[src/rtl/cmp_seq_unit.sv]
// cmp_seq_unit: sequential chunk-serial magnitude comparator with min/max select.
// Operands are compared one CHUNK_WIDTH slice per cycle, starting at the most
// significant chunk, in unsigned or two's-complement mode.
// Optional feature macro: CMP_EARLY_EXIT_EN
//   defined   - the scan stops at the first differing chunk (data-dependent latency)
//   undefined - the scan always covers all chunks (constant latency, same results)
module cmp_seq_unit #(
  parameter int WORD_WIDTH  = 32,
  parameter int CHUNK_WIDTH = 8
) (
  input  logic                  clk_i,
  input  logic                  rst_i,
  input  logic [1:0]            op_i,
  input  logic [WORD_WIDTH-1:0] a_i,
  input  logic [WORD_WIDTH-1:0] b_i,
  input  logic                  valid_i,
  output logic                  ready_o,
  output logic [WORD_WIDTH-1:0] r_o,
  output logic                  above_o,
  output logic                  below_o,
  output logic                  zf_o,
  output logic                  valid_o,
  input  logic                  ready_i
);

  localparam int N  = WORD_WIDTH / CHUNK_WIDTH;
  localparam int KW = (N > 1) ? $clog2(N) : 1;
  localparam logic [KW-1:0] K_MSB = KW'(N - 1);

  typedef enum logic [1:0] {IDLE, SCAN, DONE} state_t;

  state_t                  state;
  logic [WORD_WIDTH-1:0]   a_q;
  logic [WORD_WIDTH-1:0]   b_q;
  logic [1:0]              op_q;
  logic [KW-1:0]           k;

  logic [CHUNK_WIDTH-1:0]  chunk_a;
  logic [CHUNK_WIDTH-1:0]  chunk_b;
  logic                    chunk_gt;
  logic                    chunk_lt;
  logic                    scan_done;
  logic                    fin_gt;
  logic                    fin_lt;

`ifndef CMP_EARLY_EXIT_EN
  // First difference seen from the MSB side; later chunks must not overwrite it.
  logic                    found;
  logic                    gt_q;
  logic                    lt_q;
`endif

  // Min/max selection: below picks A for min and B for max; equal operands give A.
  function automatic logic [WORD_WIDTH-1:0] select_result(
    input logic                  lt,
    input logic                  sel_max,
    input logic [WORD_WIDTH-1:0] a,
    input logic [WORD_WIDTH-1:0] b
  );
    if (lt) return sel_max ? b : a;
    else    return sel_max ? a : b;
  endfunction

  // Current chunk compare; signed mode biases the sign bit so an unsigned compare works.
  always_comb begin
    chunk_a = a_q[int'(k)*CHUNK_WIDTH +: CHUNK_WIDTH];
    chunk_b = b_q[int'(k)*CHUNK_WIDTH +: CHUNK_WIDTH];
    if (op_q[0] && (k == K_MSB)) begin
      chunk_a[CHUNK_WIDTH-1] = ~chunk_a[CHUNK_WIDTH-1];
      chunk_b[CHUNK_WIDTH-1] = ~chunk_b[CHUNK_WIDTH-1];
    end
    chunk_gt = (chunk_a > chunk_b);
    chunk_lt = (chunk_a < chunk_b);
  end

  // Decide whether this SCAN cycle ends the scan and which flags it delivers.
  always_comb begin
`ifdef CMP_EARLY_EXIT_EN
    scan_done = chunk_gt | chunk_lt | (k == '0);
    fin_gt    = chunk_gt;
    fin_lt    = chunk_lt;
`else
    scan_done = (k == '0);
    fin_gt    = found ? gt_q : chunk_gt;
    fin_lt    = found ? lt_q : chunk_lt;
`endif
  end

  // Control FSM with registered handshake outputs and result registers.
  always_ff @(posedge clk_i or posedge rst_i) begin
    if (rst_i) begin
      state   <= IDLE;
      ready_o <= 1'b1;
      valid_o <= 1'b0;
      r_o     <= '0;
      above_o <= 1'b0;
      below_o <= 1'b0;
      zf_o    <= 1'b0;
      a_q     <= '0;
      b_q     <= '0;
      op_q    <= '0;
      k       <= '0;
`ifndef CMP_EARLY_EXIT_EN
      found   <= 1'b0;
      gt_q    <= 1'b0;
      lt_q    <= 1'b0;
`endif
    end else begin
      case (state)
        IDLE: begin
          if (valid_i && ready_o) begin
            a_q     <= a_i;
            b_q     <= b_i;
            op_q    <= op_i;
            k       <= K_MSB;
            ready_o <= 1'b0;
            state   <= SCAN;
`ifndef CMP_EARLY_EXIT_EN
            found   <= 1'b0;
            gt_q    <= 1'b0;
            lt_q    <= 1'b0;
`endif
          end
        end
        SCAN: begin
          if (scan_done) begin
            above_o <= fin_gt;
            below_o <= fin_lt;
            zf_o    <= ~(fin_gt | fin_lt);
            r_o     <= select_result(fin_lt, op_q[1], a_q, b_q);
            valid_o <= 1'b1;
            state   <= DONE;
          end else begin
`ifndef CMP_EARLY_EXIT_EN
            if (!found && (chunk_gt || chunk_lt)) begin
              found <= 1'b1;
              gt_q  <= chunk_gt;
              lt_q  <= chunk_lt;
            end
`endif
            k <= k - 1'b1;
          end
        end
        DONE: begin
          if (valid_o && ready_i) begin
            valid_o <= 1'b0;
            ready_o <= 1'b1;
            state   <= IDLE;
          end
        end
        default: begin
          state   <= IDLE;
          ready_o <= 1'b1;
          valid_o <= 1'b0;
        end
      endcase
    end
  end

endmodule
[config.mk]
export PLATFORM = sky130hd
export DESIGN_NAME = cmp_seq_unit
export DESIGN_NICKNAME = d
export VERILOG_FILES = /design/src/rtl/cmp_seq_unit.sv
export SDC_FILE = /design/constraint.sdc
export NUM_CORES = 1
export LEC_CHECK = 0
export CAP_MARGIN = 20
export CORE_MARGIN = 1
export CORE_UTILIZATION = 45
export DETAILED_ROUTE_END_ITERATION = 7
export PLACE_DENSITY = 0.82
export SLEW_MARGIN = 40
export SYNTH_ARGS = -nofsm -noshare
export SYNTH_HDL_FRONTEND = slang
export SYNTH_SLANG_ARGS = --single-unit
[constraint.sdc]
create_clock -name clk_i -period 7.2 [get_ports clk_i]
set_input_delay 0.72 -clock clk_i [delete_from_list [all_inputs] [get_ports clk_i]]
set_output_delay 0.72 -clock clk_i [all_outputs]
set_load 0.02 [all_outputs]
==> results of run 1 <==
[state kept, by name (all words and copies together), names as in the netlist, 2 cells and up]
signal  flops
a_q        32
op_q        2
r_o        32
b_q        32
state       2
k           2
[per-stage QoR]
step	hold WS (ns)	total power, mW	setup WS [ns]	std cells	util, %
5_1_grt	0.5194	3.583	3.193	808	58.51
2_1_floorplan	0.4455	2.260	3.579	579	-
3_3_place_gp	0.4719	2.700	3.256	790	55.53
6_report	0.4932	3.386	3.460	808	58.51
3_5_place_dp	0.4827	2.831	3.487	792	55.86
4_1_cts	0.4994	3.357	3.462	808	58.51
[where the power goes]
group | total [mW] | internal (mW) | switching (mW) | leakage (nW)
Clock | 0.510 | 0.274 | 0.236 | 0.147
Sequential | 1.24 | 0.902 | 0.337 | 1.36
Combinational | 1.64 | 0.713 | 0.924 | 1.54
Total | 3.39 | 1.89 | 1.50 | 3.05
[synthesized netlist by cell type, drive strengths merged]
cell type,n,area (um^2)
a211oi,1,12.51
a21o,1,7.510
a21oi,9,56.31
a22oi,1,7.510
a31oi,33,206.5
a32o,1,10.01
and2,2,12.51
and3b,2,21.27
buf,27,161.4
clkbuf,13,48.80
dfrtp,109,2728
dfstp,1,26.28
ha,10,125.1
inv,12,45.04
mux4,16,360.4
nand2,208,780.8
nand2b,1,6.260
nand3,33,165.2
nand3b,2,27.53
nand4,2,12.51
nor2,40,150.1
nor2b,1,6.260
nor3,2,21.27
nor3b,1,7.510
o211ai,1,12.51
o21a,2,15.01
o21ai,43,219.0
or2,1,6.260
or3,2,12.51
xnor2,1,8.760
xor2,1,8.760
[routing by layer]
| metal | vias up | global-route usage (%) | part of all wire, % |
|---|---|---|---|
| met5 | - | 0 | 0 |
| met4 | 0 | 11.29 | 3.5 |
| met3 | 46 | 5.928 | 9.0 |
| met2 | 273 | 39.46 | 48 |
| met1 | 2218 | 31.47 | 40 |
| li1 | 2097 | - | - |
[cell usage in the layout, fill, tap and decap left out, types with 2 or more instances in the layout]
master	count
sky130_fd_sc_hd__a21oi_1	8
sky130_fd_sc_hd__a31oi_1	33
sky130_fd_sc_hd__and3b_4	2
sky130_fd_sc_hd__buf_4	2
sky130_fd_sc_hd__buf_6	2
sky130_fd_sc_hd__clkbuf_16	9
sky130_fd_sc_hd__clkdlybuf4s50_1	106
sky130_fd_sc_hd__dfrtp_1	108
sky130_fd_sc_hd__ha_1	10
sky130_fd_sc_hd__inv_1	11
sky130_fd_sc_hd__inv_6	3
sky130_fd_sc_hd__mux4_2	16
sky130_fd_sc_hd__nand2_1	207
sky130_fd_sc_hd__nand3_1	32
sky130_fd_sc_hd__nand4_1	2
sky130_fd_sc_hd__nor2_1	40
sky130_fd_sc_hd__o21a_1	2
sky130_fd_sc_hd__o21ai_0	9
sky130_fd_sc_hd__o21ai_1	33
sky130_fd_sc_hd__or3_1	2
[logic make-up after synthesis]
group / after synthesis / synth area share [%]
mux: 16 / 6.813
fa+ha+maj: 10 / 2.366
xor+xnor: 2 / 0.3313
buf+inv: 52 / 4.826
compound gates: 92 / 10.34
simple gates: 297 / 23.26
flops: 110 / 52.07
[layout make-up]
class,count,area (um^2)
well taps,143,178.9
clock inverters,7,77.57
clock buffers,9,225.2
inverters,12,47.55
fillers,985,4737
multi-input cells,417,2298
repair buffers,110,1099
flip-flops and latches,110,2755
[worst min-delay path by stage]
stage / start / slack [ns] / to
after CTS: below_o / 0.50 / below_o
after global placement: below_o / 0.47 / below_o
after global routing: below_o / 0.52 / below_o
after detailed placement: below_o / 0.48 / below_o
final: below_o / 0.49 / below_o
after floorplan: op_q[0] / 0.45 / op_q[0]
[worst register-to-register path: cells and delay by family, from the launching register on]
kind / cells / cell delay (ns)
AOI/OAI and AO/OA: 4 / 1.16
xor gates and xnor gates: 1 / 0.16
adders and majority gates: 1 / 0.30
buffers and inverters: 1 / 0.35
DFF: 1 / 0.73
muxes: 1 / 0.60
and+or+nand+nor: 2 / 0.36
==> run summary, run 1 <==
- **status** finished clean
- **clock sink count** 110
- **Max transition margin** 45.93%
- **clock tree skew after final layout** 0.01141 ns
- **number of library cell types mapped by synthesis** 40
- **number of hold buffers added after CTS** 0
- **slowest stage cell, crit path** sky130_fd_sc_hd__dfrtp_2
- **average footprint of a synthesized cell** 9.134 um^2
- **Chip Height** 110.4 um
- **register clock-pin slew on the reported worst setup and hold paths** 0.08 ns
- **Wirelength per Cell** 17.98 um
- **reported max-cap violation count** 0
- **kind of critical path** reg2reg
- **logic depth of the worst path, buffers included** 10
- **number of nets in the synthesized netlist** 659
- **combined global-route utilization of all metal layers** 24.55%
- **worst-case reg-to-reg path depth** 10
- **number of levels in the clock H-tree** 3
- **final wirelength** 14530 um
- **drc violations** 0
- **number of gates resized after CTS** 0
- **required time at the endpoint of the critical path** 7.46 ns
- **critical path capture point type** flip-flop
- **total buffers and inverters traversed by the critical path** 1
- **Ys Warns** 0
- **largest net degree at the start of global routing** 70
- **crit-path most repeated cell** sky130_fd_sc_hd__o21ai_1
- **register area share after synthesis** 52.07%
- **Worst-Skew Late Latency** 0.35 ns
- **cell area reported after detailed placement** 6379 um^2
- **area of the core region** 11420 um^2
- **worst setup path endpoint** r_o[10]
- **detailed-placement wirelength estimate** 10220 um
- **antenna diode instance count** 0
- **CP peak stage delay** 0.73 ns
- **total power divided by cell area** 506.7 nW/um^2
- **flop-to-flop setup slack** 3.46 ns
- **Max rail drop VDD** 253.3 uV
- **Net count, final** 740
- **final hold violation count** 0
- **Worst Tran Pin Value** 0.8093 ns
- **Max Clk Rate** 267.4 MHz
- **setup repair bufs after CTS** 0
- **end of the worst register-to-register path** r_o[10]
- **setup repair after global routing missed its margin** false
- **Crit path max-delay family** compound AO/OA/AOI/OAI gates
- **final weighted congestion in routability-driven placement** 0.8764
- **die span in x** 110.4 um
- **Hold/Removal Path Class** reg2reg
- **fraction of layout cells with a size suffix above 1** 7.669%
- **Vias** 4634
- **root buf cell** sky130_fd_sc_hd__clkbuf_16
- **count of final max-slew check failures** 0
- **via count of the first global-routing pass** 4616
- **Critical Path Fanout Max** 20
- **CP startpoint kind** flip-flop
- **netlist area before placement** 5289 um^2
- **post-synthesis instance total** 579
- **maximum buffer depth of the clock tree** 2
- **source of the critical timing path** k[0]
- **Row Count** 39
- **startpoint of the most critical register-to-register path** k[0]
- **Final TNS setup** 0 ns
- **Worst EP arrival** 4.00 ns
- **first-iteration detailed-routing DRC count** 451
- **area growth from synthesis to layout** 26.33%
- **Hold Crit Depth** 1
- **fin crit share** 51.94%
- **clock tree from TritonCTS** yes
- **number of buffers inserted during clock tree synthesis** 9
- **register bit count reported by yosys** 110
- **time the final worst path needs with I/O delays and setup** 3.740 ns
- **quantity of I/O buffers inserted on ports** 106
- **remaining global-route overflow** 0
- **cell chain of the critical path** mux4_2 -> xor2_1 -> ha_1 -> o21ai_1 -> o21ai_1 -> and3b_4 -> o21ai_2 -> buf_4 -> nand3_1 -> a31oi_1
- **initial core utilization** 46.32%
- **Finish-stage setup viols** 0
- **global-route wire length before repair** 23580 um
- **I/O pin count** 107
- **DIE AREA** 12190 um^2
- **antenna violations before repair** 0
- **antenna violation net count after detailed routing** 0
- **Pre-antenna DRT Iters** 5
- **Leakage** 3.047 nW
- **design area** 6681 um^2
- **via count normalized by instance count** 5.735
(Power assumes the default switching activity.)
==> run 2: changes to the inputs <==
--- a/config.mk
+++ b/config.mk
@@ -9,7 +9,7 @@
 export CORE_MARGIN = 1
 export CORE_UTILIZATION = 45
 export DETAILED_ROUTE_END_ITERATION = 7
-export PLACE_DENSITY = 0.82
+export PLACE_DENSITY = 0.85
 export SLEW_MARGIN = 40
 export SYNTH_ARGS = -nofsm -noshare
 export SYNTH_HDL_FRONTEND = slang
==> constraint.sdc (replaced) <==
create_clock -name clk_i -period 3.2 [get_ports clk_i]
set_input_delay 0.32 -clock clk_i [delete_from_list [all_inputs] [get_ports clk_i]]
set_output_delay 0.32 -clock clk_i [all_outputs]
set_load 0.02 [all_outputs]
==> run summary, run 2 (same netlist as run 1, synthesis figures left out) <==
- **Max rail drop VDD** 582.6 uV, +130%
- **Worst-Skew Late Latency** 0.36 ns, about the same
- **Hold/Removal Path Class** in2async
- **Vias** 4595, -0.84%
- **I/O pin count** 107, unchanged
- **Wirelength per Cell** 17.07 um, -5.0%
- **number of buffers inserted during clock tree synthesis** 9, unchanged
- **worst setup margin** 0.1808 ns, -3.280 ns
- **worst slack after detailed placement** 0.2454 ns, -3.242 ns
- **Worst EP arrival** 3.28 ns, -0.72 ns
- **smallest hold slack** 0.3672 ns, -0.1260 ns
- **antenna violation net count after detailed routing** 0, unchanged
- **antenna diode instance count** 0, unchanged
- **reported max-cap violation count** 0, unchanged
- **commonest non-fill, non-tap cell in the layout** sky130_fd_sc_hd__nand2_1
- **DIE AREA** 12190 um^2, unchanged
- **setup repair bufs after CTS** 0, unchanged
- **global-route track usage on met1** 31.12%, -0.36 points
- **combined global-route utilization of all metal layers** 23.58%, -0.97 points
- **area of the core region** 11420 um^2, unchanged
- **design area** 6784 um^2, +1.5%
- **post-layout utilization of the core** 59.41%, +0.90 points
- **largest registers** a_q x32, b_q x32, r_o x32
- **Max Clk Rate** 331.2 MHz, +24%
- **final wirelength** 13970 um, -3.9%
- **met3 global-route usage** 5.598%, -0.33 points
- **Final TNS setup** 0 ns, unchanged
- **via count normalized by instance count** 5.617, -2.1%
- **initial core utilization** 46.32%, unchanged
- **grt peak-use layer** met2
- **Leakage** 3.095 nW, +1.6%
- **via count of the first global-routing pass** 4513, -2.2%
- **clock tree from TritonCTS** yes
- **total power divided by cell area** 1118 nW/um^2, +120%
- **die span in x** 110.4 um, unchanged
- **final weighted congestion in routability-driven placement** 0.8828, +0.73%
- **cell chain of the critical path** buf_4 -> mux4_2 -> ha_1 -> a211oi_2 -> nor2_1 -> o21a_1 -> nand3_1 -> buf_4 -> nand3_1 -> a31oi_1
- **number of standard cells in the layout, taps in and fillers out** 818, +1.2%
- **count of final max-slew check failures** 0, unchanged
- **fraction of layout cells with a size suffix above 1** 8.741%, +1.1 points
- **Crit path max-delay family** compound AO/OA/AOI/OAI gates
- **time the final worst path needs with I/O delays and setup** 3.019 ns, -0.7205 ns
- **fin crit share** 94.35%, +42 points
- **CP peak stage delay** 0.53 ns, -0.20 ns
- **Row Count** 39, unchanged
- **area growth from synthesis to layout** 28.27%
- **antenna violations before repair** 0, unchanged
- **maximum buffer depth of the clock tree** 2, unchanged
- **detailed-placement wirelength estimate** 10370 um, +1.5%
- **kind of critical path** reg2reg
- **critical path capture point type** flip-flop
- **drc violations** 0, unchanged
- **remaining global-route overflow** 0, unchanged
- **slowest stage cell, crit path** sky130_fd_sc_hd__mux4_2
- **global-route wire length before repair** 22730 um, -3.6%
- **filler instances** 975, -1.0%
- **final hold violation count** 0, unchanged
- **required time at the endpoint of the critical path** 3.46 ns, -4.00 ns
- **total buffers and inverters traversed by the critical path** 2, +1
- **Critical Path Fanout Max** 32, +60%
- **clock sink count** 110, unchanged
- **met2 global-route usage** 37.47%, -2.0 points
- **number of gates resized after CTS** 0, unchanged
- **highest-count cells in the layout ignoring fill and taps** 207 x sky130_fd_sc_hd__nand2_1, 109 x sky130_fd_sc_hd__dfrtp_1, 106 x sky130_fd_sc_hd__clkdlybuf4s50_1, 40 x sky130_fd_sc_hd__nor2_1
- **clock tree skew after final layout** 0.01158 ns, +0.0001656 ns
- **register clock-pin slew on the reported worst setup and hold paths** 0.07 ns, about the same
- **Net count, final** 750, +1.4%
- **Worst Tran Pin Value** 0.6368 ns, -0.1725 ns
- **setup repair after global routing missed its margin** false
- **Chip Height** 110.4 um, unchanged
- **total power of the final layout** 7.581 mW, +120%
- **quantity of I/O buffers inserted on ports** 106, unchanged
- **root buf cell** sky130_fd_sc_hd__clkbuf_16
- **Pre-antenna DRT Iters** 7, +2
- **number of hold buffers added after CTS** 0, unchanged
- **instance count after placement with tap cells included** 802, +1.3%
- **largest net degree at the start of global routing** 61, -13%
- **Max transition margin** 57.55%, +12 points
- **Finish-stage setup viols** 0, unchanged
- **status** finished clean
- **number of levels in the clock H-tree** 3, unchanged
- **cell area reported after detailed placement** 6482 um^2, +1.6%
- **CP startpoint kind** flip-flop
- **first-iteration detailed-routing DRC count** 351, -22%
==> run 2: cell count changes in the layout (fill, tap and decap cells not counted), sizes merged <==
cell | before | now
buf | 4 | 14
bufinv | 1 | 0
clkinv | 2 | 3
==> run 2: power by group <==
part	total [mW]	switching, mW	internal [mW]
clock	1.11	0.554	0.557
sequential	2.69	0.660	2.03
combinational	3.78	2.10	1.68
==> run 2: final timing paths <==
check,slack (ns),to,cells after the start,start
min in group clk_i,0.48,below_o,1,below_o
min,0.37,a_q[3],2,rst_i
max,0.18,r_o[10],10,k[0]
max in group asynchronous,2.07,ready_o,3,rst_i
min reg2reg,0.48,below_o,1,below_o
max reg2reg,0.18,r_o[10],10,k[0]
==> run 2: final cells by class <==
cell class / count / area, um^2 / share of cell area, %
Inverter: 12 / 48.80 / 0.7193
Clock buffer: 9 / 225.2 / 3.320
Timing Repair Buffer: 120 / 1216 / 17.93
Clock inverter: 7 / 76.32 / 1.125
Sequential cell: 110 / 2754 / 40.59
Multi-Input combinational cell: 417 / 2285 / 33.68
Tap cell: 143 / 178.9 / 2.637
==> run 2: per-layer routing <==
metal  share of wire [%]  up-vias
li1                    -     2127
met1                  41     2211
met2                  48      213
met3                 7.9       44
met4                 3.5        0
met5                   0        -
